==> config.mk <==
export PLATFORM = sky130hd
export DESIGN_NAME = tc_ps_gp_bus_rd_fifo
export DESIGN_NICKNAME = d
export VERILOG_FILES = /design/src/rtl/tc_ps_gp_bus_rd_fifo.sv
export SDC_FILE = /design/constraint.sdc
export NUM_CORES = 1
export LEC_CHECK = 0
export CAP_MARGIN = 15
export CORE_MARGIN = 4
export CORE_UTILIZATION = 65
export DETAILED_ROUTE_END_ITERATION = 12
export PLACE_DENSITY = 0.84
export SYNTH_ARGS = -nofsm -noshare
export SYNTH_HDL_FRONTEND = slang
export SYNTH_SLANG_ARGS = --single-unit
==> constraint.sdc <==
create_clock -name clk -period 8.4 [get_ports clk]
set_clock_uncertainty 0.1 [all_clocks]
set_input_delay 2.1 -clock clk [delete_from_list [all_inputs] [get_ports clk]]
set_output_delay 2.1 -clock clk [all_outputs]
set_load 0.01 [all_outputs]
==> src/rtl/tc_ps_gp_bus_rd_fifo.sv <==
// Read-data stage for the PS GP0 bus region (ADDH_BUS, addr-high 3, addr-low 4).
// Buffers words from the bus receiver in a small FIFO. Each gp0_b4r pulse pops
// one word into a held read-data register for the PS read mux. The stage also
// reports a fill level and sticky overflow/underflow status flags.
//
// Write handshake: a word transfers on a clk edge when wr_vld & wr_rdy are both
// high. wr_rdy is registered, does not depend on wr_vld, and is high whenever
// the FIFO has a free slot. If wr_vld is high while wr_rdy is low, the word is
// dropped and ovf is set. No retry is expected.
module tc_ps_gp_bus_rd_fifo #(
    parameter int          DEPTH      = 16,
    parameter int          AW         = 4,
    parameter logic [31:0] EMPTY_WORD = 32'hDEAD_0000
) (
    input  logic          clk,
    input  logic          rst,
    input  logic          wr_vld,
    input  logic [31:0]   wr_data,
    output logic          wr_rdy,
    input  logic          gp0_b4r,
    output logic [31:0]   rd_data,
    output logic          rd_data_vld,
    output logic [AW:0]   fifo_cnt,
    output logic          ovf,
    output logic          udf,
    input  logic          sts_clr
);

    localparam logic [AW:0] FULL_CNT = (AW+1)'(DEPTH);

    logic [31:0]   mem [DEPTH];
    logic [AW-1:0] wr_ptr;
    logic [AW-1:0] rd_ptr;
    logic [AW:0]   cnt_next;
    logic          push;
    logic          pop;
    logic          pop_empty;
    logic          push_full;

    // Decode this cycle's accepted push/pop and the error events.
    always_comb begin
        push      = 1'b0;
        pop       = 1'b0;
        pop_empty = 1'b0;
        push_full = 1'b0;
        push      = wr_vld & wr_rdy;
        push_full = wr_vld & ~wr_rdy;
        pop       = gp0_b4r & (fifo_cnt != '0);
        pop_empty = gp0_b4r & (fifo_cnt == '0);
    end

    // Next fill level. A simultaneous push and pop leaves the count unchanged.
    always_comb begin
        cnt_next = fifo_cnt;
        if (push && !pop) begin
            cnt_next = fifo_cnt + 1'b1;
        end else if (pop && !push) begin
            cnt_next = fifo_cnt - 1'b1;
        end
    end

    // Storage write. RAM contents need no reset.
    always_ff @(posedge clk) begin
        if (push) begin
            mem[wr_ptr] <= wr_data;
        end
    end

    // Pointers, fill level and registered ready.
    always_ff @(posedge clk) begin
        if (!rst) begin
            wr_ptr   <= '0;
            rd_ptr   <= '0;
            fifo_cnt <= '0;
            wr_rdy   <= 1'b1;
        end else begin
            if (push) begin
                wr_ptr <= wr_ptr + 1'b1;
            end
            if (pop) begin
                rd_ptr <= rd_ptr + 1'b1;
            end
            fifo_cnt <= cnt_next;
            wr_rdy   <= (cnt_next != FULL_CNT);
        end
    end

    // Held read word. It updates once per gp0_b4r pulse. A pop on an empty
    // FIFO returns a marker word, and there is no write-through bypass.
    always_ff @(posedge clk) begin
        if (!rst) begin
            rd_data     <= '0;
            rd_data_vld <= 1'b0;
        end else begin
            rd_data_vld <= gp0_b4r;
            if (pop) begin
                rd_data <= mem[rd_ptr];
            end else if (pop_empty) begin
                rd_data <= EMPTY_WORD;
            end
        end
    end

    // Sticky status flags. A set event wins over a clear in the same cycle.
    always_ff @(posedge clk) begin
        if (!rst) begin
            ovf <= 1'b0;
            udf <= 1'b0;
        end else begin
            if (push_full) begin
                ovf <= 1'b1;
            end else if (sts_clr) begin
                ovf <= 1'b0;
            end
            if (pop_empty) begin
                udf <= 1'b1;
            end else if (sts_clr) begin
                udf <= 1'b0;
            end
        end
    end

endmodule

==> metrics.txt <==
status=finished, final reports clean; max cap viols=0; CTS tree=built; Slew HR=0.192; number of distinct library cells after synthesis=40; Detail Placement HPWL=roughly 23000 um; GRT overflow=0; commonest non-fill, non-tap cell in the layout=edfxtp_1; CP Data Required Time=8.47 ns; Post-Syn Nets=1040; Final Setup Violations=0; setup TNS=0 ns; 1st-iter DRT viols=between 1000 and 1500; LEAKAGE=7.73 nW; vias per inst=6.60; cts bufs inserted=53; antenna viol nets, final=0; share of cells above drive strength 1=0.229; worst hold start=rd_data[4]$_SDFFE_PN0P_; die area=~36000 um^2; Wirelength per Cell=approximately 30 um; Worst path max stage delay=1.02 ns; DRC=0; first-pass GRT wire length=67800 um; # rows=66; register bit total from synthesis=565; antenna violations before repair=0; Total Nets Final=roughly 1100; post-layout minimum cycle time=4.53 ns; H-tree levels=2; Cells after DPL=1472; Finished Layout Cells=1580; Layout area overhead=15.3%; I/O Pins=78; Max IR drop VDD=0.251 mV; vias in the first global route=between 10000 and 15000; Worst-path clk slew=0.06 ns; core box area=32500 um^2; post-CTS resize count=0; Overall Power=between 0.006 and 0.007 W; Critical Path Start=wr_vld; DRT Wirelength=46800 um; crit path DAT=4.61 ns; Crit Path Max Fanout=32; critical path, cell by cell=clkdlybuf4s50_1 > and2_1 > nand2_1 > nor2_4; Antenna diodes=0; starting density of the core=0.658; Fillers=1640; Setup CP Type=in -> reg; deepest clock path buffer count=3; Syn Inst Count=996; Critical Path End Type=flip-flop; Clock Latency Late Sink=0.57 ns; Clock Sinks=565; Die Y=189 um; CTS root buf=clkbuf_16; post-CTS setup repair buffer count=0; ys async rst share=0; final hold violation count=0; Post-CTS Hold Buffers=0; Max Freq=0.221 GHz; Total GRT Usage=0.254; final clock period utilization by the worst path=0.540; critical path's slowest cell=nor2_4; synth warn=0; crit-path leading delay family=simple AND/OR/NAND/NOR gates; Post-synth EDFFs=512; Slew Limit Fails=0; CP Launch Type=input port; Synth Flop Type=edfxtp_1; Worst-Margin Slew=between 1 and 1.5 ns; most frequent cells in the layout=edfxtp_1, mux4_2, clkdlybuf4s50_1; vias=around 10000; PwrDens=between 200 and 300 nW/um^2; port bufs=a little under 80; die width=189 um; largest net degree at the start of global routing=66; synthesized area per cell=~21 um^2; WP buf/inv=1; unrepaired setup endpoints after global routing=false; Initial DRT Pass Iterations=5; register area share after synthesis=0.770; area of the mapped netlist=between 20000 and 25000 um^2; HP Class=reg -> reg; gpl congestion=0.740
==> through the flow <==
step	instance area, um^2	setup slack [ns]	hold WS, ns	utilization
finish	24600	3.87	0.357	0.758
global route	24600	3.79	0.378	0.758
CTS	24400	3.70	0.361	0.751
detailed placement	22600	3.21	0.351	0.698
global placement	22600	3.45	0.363	0.698
floorplan	21300	2.87	0.380	-
==> metal layers <==
| layer | GRT usage | routed length (um) | vias to the layer above |
|---|---|---|---|
| met4 | 0.0665 | 919 | 0 |
| met5 | 0 | 0 | - |
| met2 | 0.421 | 24600 | 577 |
| met3 | 0.0389 | 3550 | 72 |
| li1 | - | - | 4316 |
| met1 | 0.366 | 17800 | 5460 |
==> synthesized netlist by cell type, types with 2 or more instances <==
master / count / area share
edfxtp_1: 512 / 0.72
mux4_2: 128 / 0.14
mux2i_1: 54 / 0.025
dfxtp_1: 53 / 0.050
clkbuf_1: 28 / 0.0049
o21ai_0: 24 / 0.0056
nor2_1: 23 / 0.0040
o22ai_1: 22 / 0.0064
a21o_1: 21 / 0.0074
buf_2: 19 / 0.0045
nand2_1: 15 / 0.0026
a21oi_1: 12 / 0.0028
and2_1: 11 / 0.0032
mux2_2: 11 / 0.0058
xnor2_1: 9 / 0.0037
ha_1: 7 / 0.0041
inv_1: 7 / 0.0012
buf_1: 6 / 0.0011
nor3_1: 5 / 0.0012
nor2b_1: 4 / 0.0012
nand4_1: 3 / 0.00088
a21boi_0: 2 / 0.00070
nand2b_1: 2 / 0.00059
nand3_1: 2 / 0.00047
==> final timing paths <==
path / end / slack (ns) / cells after the start
worst min register to register: rd_data[4]$_SDFFE_PN0P_ / 0.36 / 1
worst min-delay path: rd_data[4]$_SDFFE_PN0P_ / 0.36 / 1
worst max-delay path: mem[7][4]$_DFFE_PP_ / 3.87 / 4
worst max register to register: rd_data[13]$_SDFFE_PN0P_ / 5.43 / 5
==> flip-flops by register name (all words and copies together), names as in the netlist, named ones only <==
name         cells
wr_rdy           1
rd_ptr           4
ovf              1
wr_ptr           4
udf              1
rd_data_vld      1
rd_data         32
fifo_cnt         5
mem            512
==> power breakdown <==
group	total [W]	internal, W	switching (W)
clock	0.00239	0.00139	0.00100
sequential	0.00326	0.00315	0.000112
combinational	0.00108	0.000567	0.000509
total	0.00673	0.00510	0.00162
==> kinds of logic (layout without fill, tap and decap cells) <==
family | Yosys count | after routing | share of synthesized area
simple gates | 72 | 72 | 0.0171
buf+inv | 61 | 203 | 0.0122
mux | 193 | 193 | 0.166
compound gates | 87 | 87 | 0.0259
xor+xnor | 10 | 10 | 0.00410
fa+ha+maj | 8 | 8 | 0.00457
flops | 565 | 565 | 0.770
==> cell type report <==
class | count | area, um^2 | share of cell area
clock buffer | 76 | 1490 | 0.0607
clock inverter | 23 | 244 | 0.00992
inverter | 7 | 26.3 | 0.00107
multi-input combinational | 370 | 4760 | 0.193
sequential | 565 | 16400 | 0.668
tap | 442 | 553 | 0.0225
timing repair buffer | 97 | 1080 | 0.0439
No activity file was read; power rests on OpenSTA's default activity.
